$ cat config.mk
export PLATFORM = sky130hd
export DESIGN_NAME = apb_arb_master_flat
export DESIGN_NICKNAME = d
export VERILOG_FILES = /design/src/rtl/apb_pkg.sv /design/src/rtl/apb_arb_master_if.sv /design/src/rtl/apb_rr_arb.sv /design/src/rtl/apb_arb_master.sv /design/src/flat_wrapper.sv
export SDC_FILE = /design/constraint.sdc
export NUM_CORES = 1
export LEC_CHECK = 0
export CAP_MARGIN = 20
export CORE_MARGIN = 5
export CORE_UTILIZATION = 36
export CTS_CLUSTER_DIAMETER = 60
export DETAILED_ROUTE_END_ITERATION = 8
export PLACE_DENSITY = 0.81
export SETUP_SLACK_MARGIN = 0.4
export SLEW_MARGIN = 20
export SYNTH_ARGS = -nofsm -noshare
export SYNTH_HDL_FRONTEND = slang
export SYNTH_HIERARCHICAL = 1
export SYNTH_SLANG_ARGS = --single-unit
$ cat constraint.sdc
create_clock -name Pclk -period 1.6 [get_ports Pclk]
set_input_delay 0.32 -clock Pclk [delete_from_list [all_inputs] [get_ports Pclk]]
set_output_delay 0.32 -clock Pclk [all_outputs]
set_load 0.05 [all_outputs]
$ cat src/rtl/apb_pkg.sv
// Shared types for the two-requester APB master.
// Field widths of req_t follow the default build widths.
package apb_pkg;

   localparam int DATA_W_DEF = 16;
   localparam int ADDR_W_DEF = 3;
   localparam int SEL_W_DEF  = 2;

   typedef enum logic [1:0] {
      IDLE,
      SETUP,
      ACCESS,
      RESP
   } state_t;

   typedef struct packed {
      logic                  write;
      logic [SEL_W_DEF-1:0]  sel;
      logic [ADDR_W_DEF-1:0] addr;
      logic [DATA_W_DEF-1:0] wdata;
   } req_t;

endpackage

$ cat src/rtl/apb_arb_master_if.sv
// Request ports and APB bus of the arbitrating master.
// master = the arbiter/bus driver, slave = requesters plus slave array.
interface apb_arb_master_if
   import apb_pkg::*;
#(
   parameter int DATA_W  = DATA_W_DEF,
   parameter int ADDR_W  = ADDR_W_DEF,
   parameter int SEL_W   = SEL_W_DEF,
   parameter int NUM_SLV = 3
);

   logic                      req0_valid;
   logic                      req1_valid;
   logic                      req0_write;
   logic                      req1_write;
   logic [SEL_W+ADDR_W-1:0]   req0_addr;
   logic [SEL_W+ADDR_W-1:0]   req1_addr;
   logic [DATA_W-1:0]         req0_wdata;
   logic [DATA_W-1:0]         req1_wdata;
   logic                      req0_ack;
   logic                      req1_ack;
   logic                      req0_done;
   logic                      req1_done;
   logic                      req0_err;
   logic                      req1_err;
   logic [DATA_W-1:0]         rdata;
   logic [NUM_SLV-1:0]        Psel;
   logic                      Penable;
   logic                      Pwrite;
   logic [ADDR_W-1:0]         Paddr;
   logic [DATA_W-1:0]         Pwdata;
   logic [NUM_SLV*DATA_W-1:0] Prdata_bus;
   logic [NUM_SLV-1:0]        Pready_bus;

   modport master (
      input  req0_valid, req1_valid, req0_write, req1_write,
      input  req0_addr, req1_addr, req0_wdata, req1_wdata,
      output req0_ack, req1_ack, req0_done, req1_done,
      output req0_err, req1_err, rdata,
      output Psel, Penable, Pwrite, Paddr, Pwdata,
      input  Prdata_bus, Pready_bus
   );

   modport slave (
      output req0_valid, req1_valid, req0_write, req1_write,
      output req0_addr, req1_addr, req0_wdata, req1_wdata,
      input  req0_ack, req1_ack, req0_done, req1_done,
      input  req0_err, req1_err, rdata,
      input  Psel, Penable, Pwrite, Paddr, Pwdata,
      output Prdata_bus, Pready_bus
   );

endinterface

$ cat src/rtl/apb_rr_arb.sv
// Two-way round-robin arbiter; last_grant resets to 1 so port 0 wins the first tie.
module apb_rr_arb (
   input  logic       clk_i,
   input  logic       rst_i,
   input  logic [1:0] valid_i,
   input  logic       grant_en_i,
   output logic [1:0] grant_o
);

   logic last_q, last_d;

   always_comb begin
      grant_o = 2'b00;
      unique case (valid_i)
         2'b01:   grant_o = 2'b01;
         2'b10:   grant_o = 2'b10;
         2'b11:   grant_o = last_q ? 2'b01 : 2'b10;
         default: grant_o = 2'b00;
      endcase
   end

   always_comb begin
      last_d = last_q;
      if (grant_en_i && |valid_i) last_d = grant_o[1];
   end

   always_ff @(posedge clk_i) begin
      if (rst_i) last_q <= 1'b1;
      else       last_q <= last_d;
   end

endmodule

$ cat src/rtl/apb_arb_master.sv
// Two-requester APB master: arbitration, slave decode, IDLE/SETUP/ACCESS/RESP.
// Define APB_TIMEOUT_EN to abort ACCESS after TIMEOUT Pready-low cycles.
module apb_arb_master
   import apb_pkg::*;
#(
   parameter int DATA_W  = DATA_W_DEF,
   parameter int ADDR_W  = ADDR_W_DEF,
   parameter int SEL_W   = SEL_W_DEF,
`ifdef APB_TIMEOUT_EN
   parameter int TIMEOUT = 31,
`endif
   parameter int NUM_SLV = 3
) (
   input logic              Pclk,
   input logic              Prst,
   apb_arb_master_if.master bus
);

   state_t             state_q, state_d;
   req_t               req_q, req_d, pick;
   logic               gid_q, gid_d;
   logic               err_q, err_d;
   logic [1:0]         ack_q, ack_d;
   logic [1:0]         done_q, done_d;
   logic [1:0]         erro_q, erro_d;
   logic [DATA_W-1:0]  rdata_q, rdata_d;
   logic [NUM_SLV-1:0] psel_q, psel_d;
   logic               pen_q, pen_d;
   logic [1:0]         gnt;
   logic               sel_ok;
   logic               rdy;
   logic               tmo;

   apb_rr_arb u_arb (
      .clk_i      (Pclk),
      .rst_i      (Prst),
      .valid_i    ({bus.req1_valid, bus.req0_valid}),
      .grant_en_i (state_q == IDLE),
      .grant_o    (gnt)
   );

   always_comb begin
      pick = '0;
      if (gnt[1]) begin
         pick.write = bus.req1_write;
         pick.sel   = bus.req1_addr[ADDR_W +: SEL_W];
         pick.addr  = bus.req1_addr[ADDR_W-1:0];
         pick.wdata = bus.req1_wdata;
      end else begin
         pick.write = bus.req0_write;
         pick.sel   = bus.req0_addr[ADDR_W +: SEL_W];
         pick.addr  = bus.req0_addr[ADDR_W-1:0];
         pick.wdata = bus.req0_wdata;
      end
   end

   assign sel_ok = int'(pick.sel) < NUM_SLV;
   assign rdy    = bus.Pready_bus[req_q.sel];

`ifdef APB_TIMEOUT_EN
   localparam int CNT_W = $clog2(TIMEOUT + 1);
   logic [CNT_W-1:0] wait_q, wait_d;

   // Fires on the TIMEOUT-th consecutive Pready-low ACCESS cycle.
   assign tmo = (state_q == ACCESS) && !rdy &&
                (wait_q == CNT_W'(TIMEOUT - 1));

   always_comb begin
      wait_d = wait_q;
      if (state_q == SETUP) wait_d = '0;
      else if (state_q == ACCESS && !rdy) wait_d = wait_q + 1'b1;
   end

   always_ff @(posedge Pclk) begin
      if (Prst) wait_q <= '0;
      else      wait_q <= wait_d;
   end
`else
   assign tmo = 1'b0;
`endif

   always_ff @(posedge Pclk) begin
      if (Prst) begin
         state_q <= IDLE;
         req_q   <= '0;
         gid_q   <= 1'b0;
         err_q   <= 1'b0;
         ack_q   <= '0;
         done_q  <= '0;
         erro_q  <= '0;
         rdata_q <= '0;
         psel_q  <= '0;
         pen_q   <= 1'b0;
      end else begin
         state_q <= state_d;
         req_q   <= req_d;
         gid_q   <= gid_d;
         err_q   <= err_d;
         ack_q   <= ack_d;
         done_q  <= done_d;
         erro_q  <= erro_d;
         rdata_q <= rdata_d;
         psel_q  <= psel_d;
         pen_q   <= pen_d;
      end
   end

   always_comb begin
      state_d = state_q;
      unique case (state_q)
         IDLE:    if (|gnt) state_d = sel_ok ? SETUP : RESP;
         SETUP:   state_d = ACCESS;
         ACCESS:  if (rdy || tmo) state_d = RESP;
         RESP:    state_d = IDLE;
         default: state_d = IDLE;
      endcase
   end

   always_comb begin
      req_d   = req_q;
      gid_d   = gid_q;
      err_d   = err_q;
      ack_d   = '0;
      done_d  = '0;
      erro_d  = '0;
      rdata_d = rdata_q;
      psel_d  = psel_q;
      pen_d   = pen_q;
      unique case (state_q)
         IDLE: if (|gnt) begin
            req_d = pick;
            gid_d = gnt[1];
            err_d = !sel_ok;
            ack_d = gnt;
            if (sel_ok) psel_d = {{(NUM_SLV-1){1'b0}}, 1'b1} << pick.sel;
         end
         SETUP: pen_d = 1'b1;
         ACCESS: if (rdy) begin
            psel_d = '0;
            pen_d  = 1'b0;
            if (!req_q.write)
               rdata_d = bus.Prdata_bus[int'(req_q.sel)*DATA_W +: DATA_W];
         end else if (tmo) begin
            psel_d  = '0;
            pen_d   = 1'b0;
            err_d   = 1'b1;
            rdata_d = '0;
         end
         RESP: begin
            done_d[gid_q] = 1'b1;
            erro_d[gid_q] = err_q;
         end
         default: ;
      endcase
   end

   assign bus.req0_ack  = ack_q[0];
   assign bus.req1_ack  = ack_q[1];
   assign bus.req0_done = done_q[0];
   assign bus.req1_done = done_q[1];
   assign bus.req0_err  = erro_q[0];
   assign bus.req1_err  = erro_q[1];
   assign bus.rdata     = rdata_q;
   assign bus.Psel      = psel_q;
   assign bus.Penable   = pen_q;
   assign bus.Pwrite    = req_q.write;
   assign bus.Paddr     = req_q.addr;
   assign bus.Pwdata    = req_q.wdata;

endmodule

$ cat src/flat_wrapper.sv
// flat-port wrapper written by rule: the top's interface ports become plain ports
module apb_arb_master_flat import apb_pkg::*;
#(
   parameter int DATA_W  = DATA_W_DEF,
   parameter int ADDR_W  = ADDR_W_DEF,
   parameter int SEL_W   = SEL_W_DEF,

   parameter int NUM_SLV = 3
)
  (Pclk, Prst, bus_req0_valid, bus_req1_valid, bus_req0_write, bus_req1_write, bus_req0_addr, bus_req1_addr, bus_req0_wdata, bus_req1_wdata, bus_req0_ack, bus_req1_ack, bus_req0_done, bus_req1_done, bus_req0_err, bus_req1_err, bus_rdata, bus_Psel, bus_Penable, bus_Pwrite, bus_Paddr, bus_Pwdata, bus_Prdata_bus, bus_Pready_bus);
  apb_arb_master_if #(.DATA_W(DATA_W), .ADDR_W(ADDR_W), .SEL_W(SEL_W), .NUM_SLV(NUM_SLV)) bus_i ();
  input logic Pclk;
  input logic Prst;
  input wire logic [$bits(bus_i.req0_valid)-1:0] bus_req0_valid;
  input wire logic [$bits(bus_i.req1_valid)-1:0] bus_req1_valid;
  input wire logic [$bits(bus_i.req0_write)-1:0] bus_req0_write;
  input wire logic [$bits(bus_i.req1_write)-1:0] bus_req1_write;
  input wire logic [$bits(bus_i.req0_addr)-1:0] bus_req0_addr;
  input wire logic [$bits(bus_i.req1_addr)-1:0] bus_req1_addr;
  input wire logic [$bits(bus_i.req0_wdata)-1:0] bus_req0_wdata;
  input wire logic [$bits(bus_i.req1_wdata)-1:0] bus_req1_wdata;
  output wire logic [$bits(bus_i.req0_ack)-1:0] bus_req0_ack;
  output wire logic [$bits(bus_i.req1_ack)-1:0] bus_req1_ack;
  output wire logic [$bits(bus_i.req0_done)-1:0] bus_req0_done;
  output wire logic [$bits(bus_i.req1_done)-1:0] bus_req1_done;
  output wire logic [$bits(bus_i.req0_err)-1:0] bus_req0_err;
  output wire logic [$bits(bus_i.req1_err)-1:0] bus_req1_err;
  output wire logic [$bits(bus_i.rdata)-1:0] bus_rdata;
  output wire logic [$bits(bus_i.Psel)-1:0] bus_Psel;
  output wire logic [$bits(bus_i.Penable)-1:0] bus_Penable;
  output wire logic [$bits(bus_i.Pwrite)-1:0] bus_Pwrite;
  output wire logic [$bits(bus_i.Paddr)-1:0] bus_Paddr;
  output wire logic [$bits(bus_i.Pwdata)-1:0] bus_Pwdata;
  input wire logic [$bits(bus_i.Prdata_bus)-1:0] bus_Prdata_bus;
  input wire logic [$bits(bus_i.Pready_bus)-1:0] bus_Pready_bus;
  assign bus_i.req0_valid = bus_req0_valid;
  assign bus_i.req1_valid = bus_req1_valid;
  assign bus_i.req0_write = bus_req0_write;
  assign bus_i.req1_write = bus_req1_write;
  assign bus_i.req0_addr = bus_req0_addr;
  assign bus_i.req1_addr = bus_req1_addr;
  assign bus_i.req0_wdata = bus_req0_wdata;
  assign bus_i.req1_wdata = bus_req1_wdata;
  assign bus_req0_ack = bus_i.req0_ack;
  assign bus_req1_ack = bus_i.req1_ack;
  assign bus_req0_done = bus_i.req0_done;
  assign bus_req1_done = bus_i.req1_done;
  assign bus_req0_err = bus_i.req0_err;
  assign bus_req1_err = bus_i.req1_err;
  assign bus_rdata = bus_i.rdata;
  assign bus_Psel = bus_i.Psel;
  assign bus_Penable = bus_i.Penable;
  assign bus_Pwrite = bus_i.Pwrite;
  assign bus_Paddr = bus_i.Paddr;
  assign bus_Pwdata = bus_i.Pwdata;
  assign bus_i.Prdata_bus = bus_Prdata_bus;
  assign bus_i.Pready_bus = bus_Pready_bus;
  apb_arb_master #(.DATA_W(DATA_W), .ADDR_W(ADDR_W), .SEL_W(SEL_W), .NUM_SLV(NUM_SLV)) u_core (.Pclk(Pclk), .Prst(Prst), .bus(bus_i));
endmodule
==> results of run 1 <==
==> metrics by stage <==
| step | instance area, um2 | hold slack (ns) |
|---|---|---|
| 3_5_place_dp | 4212 | 0.4743 |
| 3_3_place_gp | 4212 | 0.4750 |
| 6_report | 5294 | 0.3003 |
| 2_1_floorplan | 2843 | 0.4033 |
| 4_1_cts | 4797 | 0.2980 |
| 5_1_grt | 5294 | 0.3067 |
==> layer usage <==
layer	GRT usage (%)	wire, um	vias to the layer above	part of all wire (%)
met2	32.96	5104	121	51
met4	4.104	67	0	0.67
met3	5.324	582	5	5.8
li1	-	-	1342	-
met1	23.09	4244	1312	42
met5	0	0	-	0
==> final cells by class <==
cell class / instances / area, um2
clock buffer: 6 / 72.57
clock inverter: 2 / 10.01
fill: 520 / 1998
inverter: 6 / 28.78
multi-input combinational: 185 / 1754
sequential: 53 / 1105
tap: 99 / 123.9
timing repair buffer: 201 / 2200
==> logic make-up (layout without fill, tap and decap cells) <==
kind of cell	count (synthesis)	in the layout	synth area share (%)
and+or+nand+nor	63	63	10.65
AOI/OAI and AO/OA	62	62	17.70
muxes	56	56	20.89
DFF	53	53	39.10
buffers and inverters	45	215	9.820
adders and majority gates	4	4	1.844
==> flip-flops by register name, summed over array words and instances (netlist names), 2 cells and up <==
name               cells
u_core/bus.Pwdata     16
u_core/ack_q           2
u_core/state_q         2
u_core/done_q          2
u_core/req_q           2
u_core/bus.Psel        3
u_core/bus.Paddr       3
u_core/bus.rdata      16
u_core/erro_q          2
==> final timing paths <==
kind                                             to                             from
setup / recovery  u_core/bus.rdata[10]$_SDFFE_PP0P_   u_core/state_q[0]$_SDFFE_PP0P_
hold / removal           u_core/ack_q[0]$_SDFF_PP0_                             Prst
setup reg to reg  u_core/bus.rdata[10]$_SDFFE_PP0P_   u_core/state_q[0]$_SDFFE_PP0P_
hold reg to reg     u_core/bus.Psel[2]$_SDFFE_PP0P_  u_core/bus.Psel[2]$_SDFFE_PP0P_
==> power groups by stage <==
stage | Sequential (mW) | Clock [mW] | Combinational, mW
5_1_grt | 2.09 | 0.836 | 5.34
2_1_floorplan | 2.18 | 0 | 2.37
4_1_cts | 1.93 | 0.767 | 4.33
3_3_place_gp | 1.90 | 0 | 3.38
6_report | 2.05 | 0.752 | 5.09
3_5_place_dp | 1.92 | 0 | 3.45
==> layout by cell type, fill, tap and decap left out, types with 4 or more instances in the layout <==
| master | Yosys | final |
|---|---|---|
| nand2_1 | 4 | 4 |
| buf_16 | 0 | 6 |
| buf_8 | 1 | 4 |
| a211oi_2 | 0 | 14 |
| buf_6 | 1 | 51 |
| a211oi_1 | 21 | 7 |
| dfxtp_2 | 0 | 23 |
| o21ai_2 | 0 | 5 |
| o2bb2ai_1 | 16 | 16 |
| dfxtp_4 | 0 | 4 |
| clkdlybuf4s50_1 | 0 | 94 |
| nor2_1 | 42 | 31 |
| clkbuf_8 | 0 | 5 |
| a21oi_1 | 8 | 6 |
| dfxtp_1 | 53 | 26 |
| mux2i_1 | 54 | 39 |
| nor2_4 | 0 | 6 |
| buf_4 | 19 | 33 |
| buf_12 | 0 | 9 |
| mux2i_2 | 0 | 13 |
| nor2_2 | 0 | 5 |
==> worst reg2reg max path, cell delays in order (launching register included) <==
cell and delay, ns:
dfxtp_4 0.39, inv_4 0.05, ha_4 0.17, nor3b_4 0.16, a32oi_4 0.21, buf_6 0.14, buf_12 0.12, mux2i_4 0.22
nor2_1 0.06
==> timing repair <==
item,CTS,global route
gates cloned,6,0
resized for setup,55,118
setup buffers,16,10
hold endpoints to repair,0,0
setup endpoints to repair,53,81
pin swaps,26,26
==> out/metrics.cfg, run 1 <==
[setup_path]
cp.arrival_ns=1.82
setup.worst_path.end_class=register
cp_max_fo=6
reg2reg_setup_slack_ns=-0.02
r2r_cells=8
path_depth=8
cp-start-kind=register
cp_top_family=flip-flops
required_ns=1.80
critPathKind=reg2reg
path_cells=inv_4, ha_4, nor3b_4, a32oi_4, buf_6, buf_12, mux2i_4, nor2_1
cp.buffers_inverters=3
crit_slowest_cell=dfxtp_4
max_stage_delay_ns=0.39

[pwr]
p_switching_mw=3.386
pwr-share-comb_pct=64.5
swShare_pct=42.95
pwr-share-clk_pct=9.5
powerDensity_mw_per_mm2=1489
power_frac_seq_pct=25.9
p_leak_nw=2.151
fin_total_pwr_mw=7.884
internal_power_mw=4.498
ir_worst_vdd_mv=0.9569

[drt]
initialDrtViolationCount=103
ant_nets=0
vias_per_cell=5.036
dr.pass1.iters=4
drc=0
postRouteWirelength_um=9998
avgRoutedWirePerCell_um=18.11
num_vias=2780

[synthesis]
synth_area_leaders=dfxtp_1, mux2i_1, a211oi_1
synth-seq-cells=53
netlist_area_mm2=0.002714
yosys_warnings=6
synth_most_common_cell=mux2i_1
synth.largest_area_cell=dfxtp_1
post_synth_num_cell_types=37
synth_nets=386
synth_edf_count=0
ys_seq_area_share_pct=39.10
syn_inst=283
async_reset_ff_share_pct=0
yosysTopAreaCellShare_pct=39.10
ys.flop_type=dfxtp_1
syn_avg_cell_area_um2=9.590
synth_common_cells=mux2i_1, dfxtp_1, nor2_1

[final_layout]
n_antenna_cell=0
fin_nets=555
finish.utilization_pct=72.60
area.growth.synth_to_final_pct=95.07
drive_gt1_share_pct=46.14
final_cells=552

[global_routing]
grt_max_degree=26
antenna_found_initial=0
grt_pass1_wl_um=14560
grt_overflow=0
grt_use_total_pct=18.90
grt_pass1_vias=2804

[timing]
worst_pin_slew_ns=0.3660
fin_crit_ns=1.624
final.setup.worst_slack_ns=-0.02358
final.setup_skew_ns=0.01750
slew_headroom_pct=75.51
rsz0062_at_grt=yes
fmax_mhz=615.9
period_share_pct=101.5
setup_violations=2
timing.final.hold_violations=0
setup_tns_ns=-0.02903
drv_slew=0

[cts]
postCtsHoldBufs=0
clockBufferDepth=2
tritoncts=done
cts_made_buffers=5
clk_pin_slew_worst_paths_ns=0.11
worst_skew_pair.late_latency_ns=0.32
ctsRootBufferMaster=clkbuf_8
clock_sinks=53
htreeDepth=2

[floorplanning]
fp.dieH_um=96.83
coreArea_mm2=0.007292
die_w_um=96.83
rows=31
dieArea_mm2=0.009375
start_util_pct=37.22
io_pins=145

[run]
max-cap-violations=0

[worst_hold_path]
min_path_cells=2
hold_path_class=in2reg

[status]
violations=setup timing
status=finished, violations left

[placed_design]
dp_hpwl_um=6499
place_ws_ns=-0.3854
placed_cells=512
routabilityCongestion=0.8981
io_buffer_count=144

No activity file was read; power rests on OpenSTA's default activity.
==> inputs of run 2 (changes only) <==
- CORE_UTILIZATION: 36 -> 39
- PLACE_DENSITY: 0.81 -> 0.83
- clock period: 1.6 -> 1.8 ns (I/O delays scaled with it)
==> run 2 against run 1 <==
  * Critical endpoint is now u_core/bus.rdata[2]$_SDFFE_PP0P_
  * Register-to-register slack gained 0.28 ns
  * Largest power group unchanged
  * Setup slack gained 0.28 ns
  * Clock skew fell by 0.012 ns
  * Die area down 6.9%
  * The run now ends clean
  * Final cell count fell by 6.3%
  * Non-clock buffer count fell by 32
==> out/metrics.cfg, run 2 (same netlist as run 1, synthesis figures left out) <==
[setup_path]
r2r_cells=5  ; -3
max_stage_delay_ns=0.37  ; -0.02 ns
r2r_end=u_core/bus.rdata[2]$_SDFFE_PP0P_
reg2reg_setup_slack_ns=0.26  ; +0.28 ns
cp.buffers_inverters=1  ; -2
crit_slowest_cell=dfxtp_4
cp_top_family=multiplexers
cp_max_fo=8  ; +2
cp-start-kind=register
path_cells=mux2_4, a32oi_4, buf_12, mux2i_4, nor2_1
setup.worst_path.end_class=register
r2r-start=u_core/req_q[20]$_SDFFE_PP0P_
required_ns=1.97  ; +0.17 ns
cp.arrival_ns=1.72  ; -0.10 ns
critPathKind=reg2reg

[cts]
clockBufferDepth=2  ; unchanged
clk_pin_slew_worst_paths_ns=0.09  ; -0.02 ns
worst_skew_pair.late_latency_ns=0.30  ; -0.02 ns
tritoncts=done
postCtsHoldBufs=0  ; unchanged
clock_sinks=53  ; unchanged
cts_made_buffers=5  ; unchanged
ctsRootBufferMaster=clkbuf_8
htreeDepth=2  ; unchanged

[global_routing]
grt_pass1_wl_um=11400  ; -22%
grt_max_degree=28  ; +7.7%
grt_overflow=0  ; unchanged
grt_use_total_pct=16.03  ; -2.9 points
grt_pass1_vias=2509  ; -11%
antenna_found_initial=0  ; unchanged

[worst_hold_path]
min_path_cells=1  ; -1
hold_path_class=reg2reg
hold_end=u_core/done_q[0]$_SDFF_PP0_
holdCritStartpoint=u_core/gid_q$_SDFFE_PP0P_

[placed_design]
place_ws_ns=-0.1640  ; +0.2213 ns
io_buffer_count=144  ; unchanged
dp_hpwl_um=5765  ; -11%
placed_cells=504  ; -1.6%
routabilityCongestion=0.8662  ; -3.6%

[drt]
avgRoutedWirePerCell_um=14.31  ; -21%
dr.pass1.iters=4  ; unchanged
postRouteWirelength_um=7399  ; -26%
vias_per_cell=4.851  ; -3.7%
ant_nets=0  ; unchanged
initialDrtViolationCount=92  ; -11%
num_vias=2508  ; -9.8%
drc=0  ; unchanged

[pwr]
pwr-share-clk_pct=11.8  ; +2.3 points
power_frac_seq_pct=30.6  ; +4.7 points
internal_power_mw=3.072  ; -32%
powerDensity_mw_per_mm2=1262  ; -15%
pwr-share-comb_pct=57.7  ; -6.8 points
p_leak_nw=1.854  ; -14%
swShare_pct=44.04  ; +1.1 points
ir_worst_vdd_mv=0.7832  ; -18%
p_switching_mw=2.418  ; -29%

[final_layout]
area.growth.synth_to_final_pct=60.35
final_cells=517  ; -6.3%
fin_nets=523  ; -5.8%
drive_gt1_share_pct=23.75  ; -22 points
fillers=581  ; +12%
final_cell_mix=clkdlybuf4s50_1, buf_4, mux2i_1, dfxtp_1, nor2_1
multi_input_area_mm2=0.001473  ; -16%
n_antenna_cell=0  ; unchanged
final_common_cell=clkdlybuf4s50_1
register_area_mm2=0.001069  ; -3.3%

[timing]
setup_tns_ns=0  ; +0.02903 ns
fmax_mhz=647.6  ; +5.1%
final.setup_skew_ns=0.004999  ; -0.01250 ns
slew_headroom_pct=66.78  ; -8.7 points
drv_slew=0  ; unchanged
period_share_pct=85.78  ; -16 points
timing.final.hold_violations=0  ; unchanged
fin_crit_ns=1.544  ; -0.07951 ns
rsz0062_at_grt=yes
final.setup.worst_slack_ns=0.2559  ; +0.2795 ns
worst_pin_slew_ns=0.4983  ; +0.1323 ns
setup_violations=0  ; -2

[floorplanning]
coreArea_mm2=0.006794  ; -6.8%
fp.dieH_um=93.42  ; -3.5%
start_util_pct=39.94  ; +2.7 points
rows=30  ; -3.2%
die_w_um=93.42  ; -3.5%
dieArea_mm2=0.008727  ; -6.9%
io_pins=145  ; unchanged

[status]
status=finished, final reports clean

[run]
max-cap-violations=0  ; unchanged

-- run 2: changes by cell type in the layout (fill, tap and decap cells not counted), moves of 13 or more --
cell / before / now
buf_6: 51 / 0
buf_4: 33 / 66
dfxtp_1: 26 / 49
dfxtp_2: 23 / 3
a211oi_1: 7 / 21
a211oi_2: 14 / 0
mux2i_1: 39 / 53
mux2i_2: 13 / 0
-- run 2: layout make-up --
type                    instances  area share, %
repair buffers                169          36.40
well taps                      96          2.760
clock buffers                   7          1.754
multi-input cells             185          33.84
flip-flops and latches         53          24.55
clock inverters                 1         0.1725
inverters                       6         0.5175
-- run 2: worst max path at each step --
stage | from | end | slack (ns) | cells past startpoint
2_1_floorplan | u_core/req_q[20]$_SDFFE_PP0P_ | u_core/bus.rdata[10]$_SDFFE_PP0P_ | 0.15 | 6
3_3_place_gp | bus_Pready_bus[0] | u_core/state_q[0]$_SDFFE_PP0P_ | -0.10 | 6
3_5_place_dp | bus_req0_valid | u_core/bus.Paddr[1]$_SDFFE_PP0P_ | -0.16 | 6
4_1_cts | u_core/state_q[0]$_SDFFE_PP0P_ | u_core/bus.rdata[2]$_SDFFE_PP0P_ | 0.20 | 7
5_1_grt | u_core/req_q[20]$_SDFFE_PP0P_ | u_core/bus.rdata[15]$_SDFFE_PP0P_ | 0.17 | 5
6_report | u_core/req_q[20]$_SDFFE_PP0P_ | u_core/bus.rdata[2]$_SDFFE_PP0P_ | 0.26 | 5
-- run 2: layer usage --
metal	up-vias	track usage [%]	part of all wire [%]
li1	1273	-	-
met1	1123	17.35	40
met2	103	28.95	49
met3	9	6.436	10
met4	0	3.907	1.2
met5	-	0	0
-- run 2: what timing repair did --
item	CTS	global route
setup buffers	2	1
resized for setup	19	7
pin swaps	3	1
endpoints found under the setup margin	44	45
hold endpoints to repair	0	0
gates cloned	2	0
-- run 2: metrics by stage --
stage	utilization [%]	hold slack, ns	area, um2	total power [mW]
5_1_grt	64.05	0.4861	4352	5.806
6_report	64.05	0.4673	4352	5.490
4_1_cts	63.66	0.4655	4325	5.499
3_3_place_gp	60.61	0.4414	4118	4.577
3_5_place_dp	60.61	0.4519	4118	4.638
2_1_floorplan	-	0.4115	2739	3.900
-- run 2: power by group through the flow --
stage                     clock network, mW  registers, mW  logic [mW]
after global routing                  0.707           1.72        3.38
after floorplan                           0           1.92        1.98
after CTS                             0.668           1.68        3.15
after detailed placement                  0           1.69        2.95
final                                 0.646           1.68        3.17
after global placement                    0           1.68        2.90
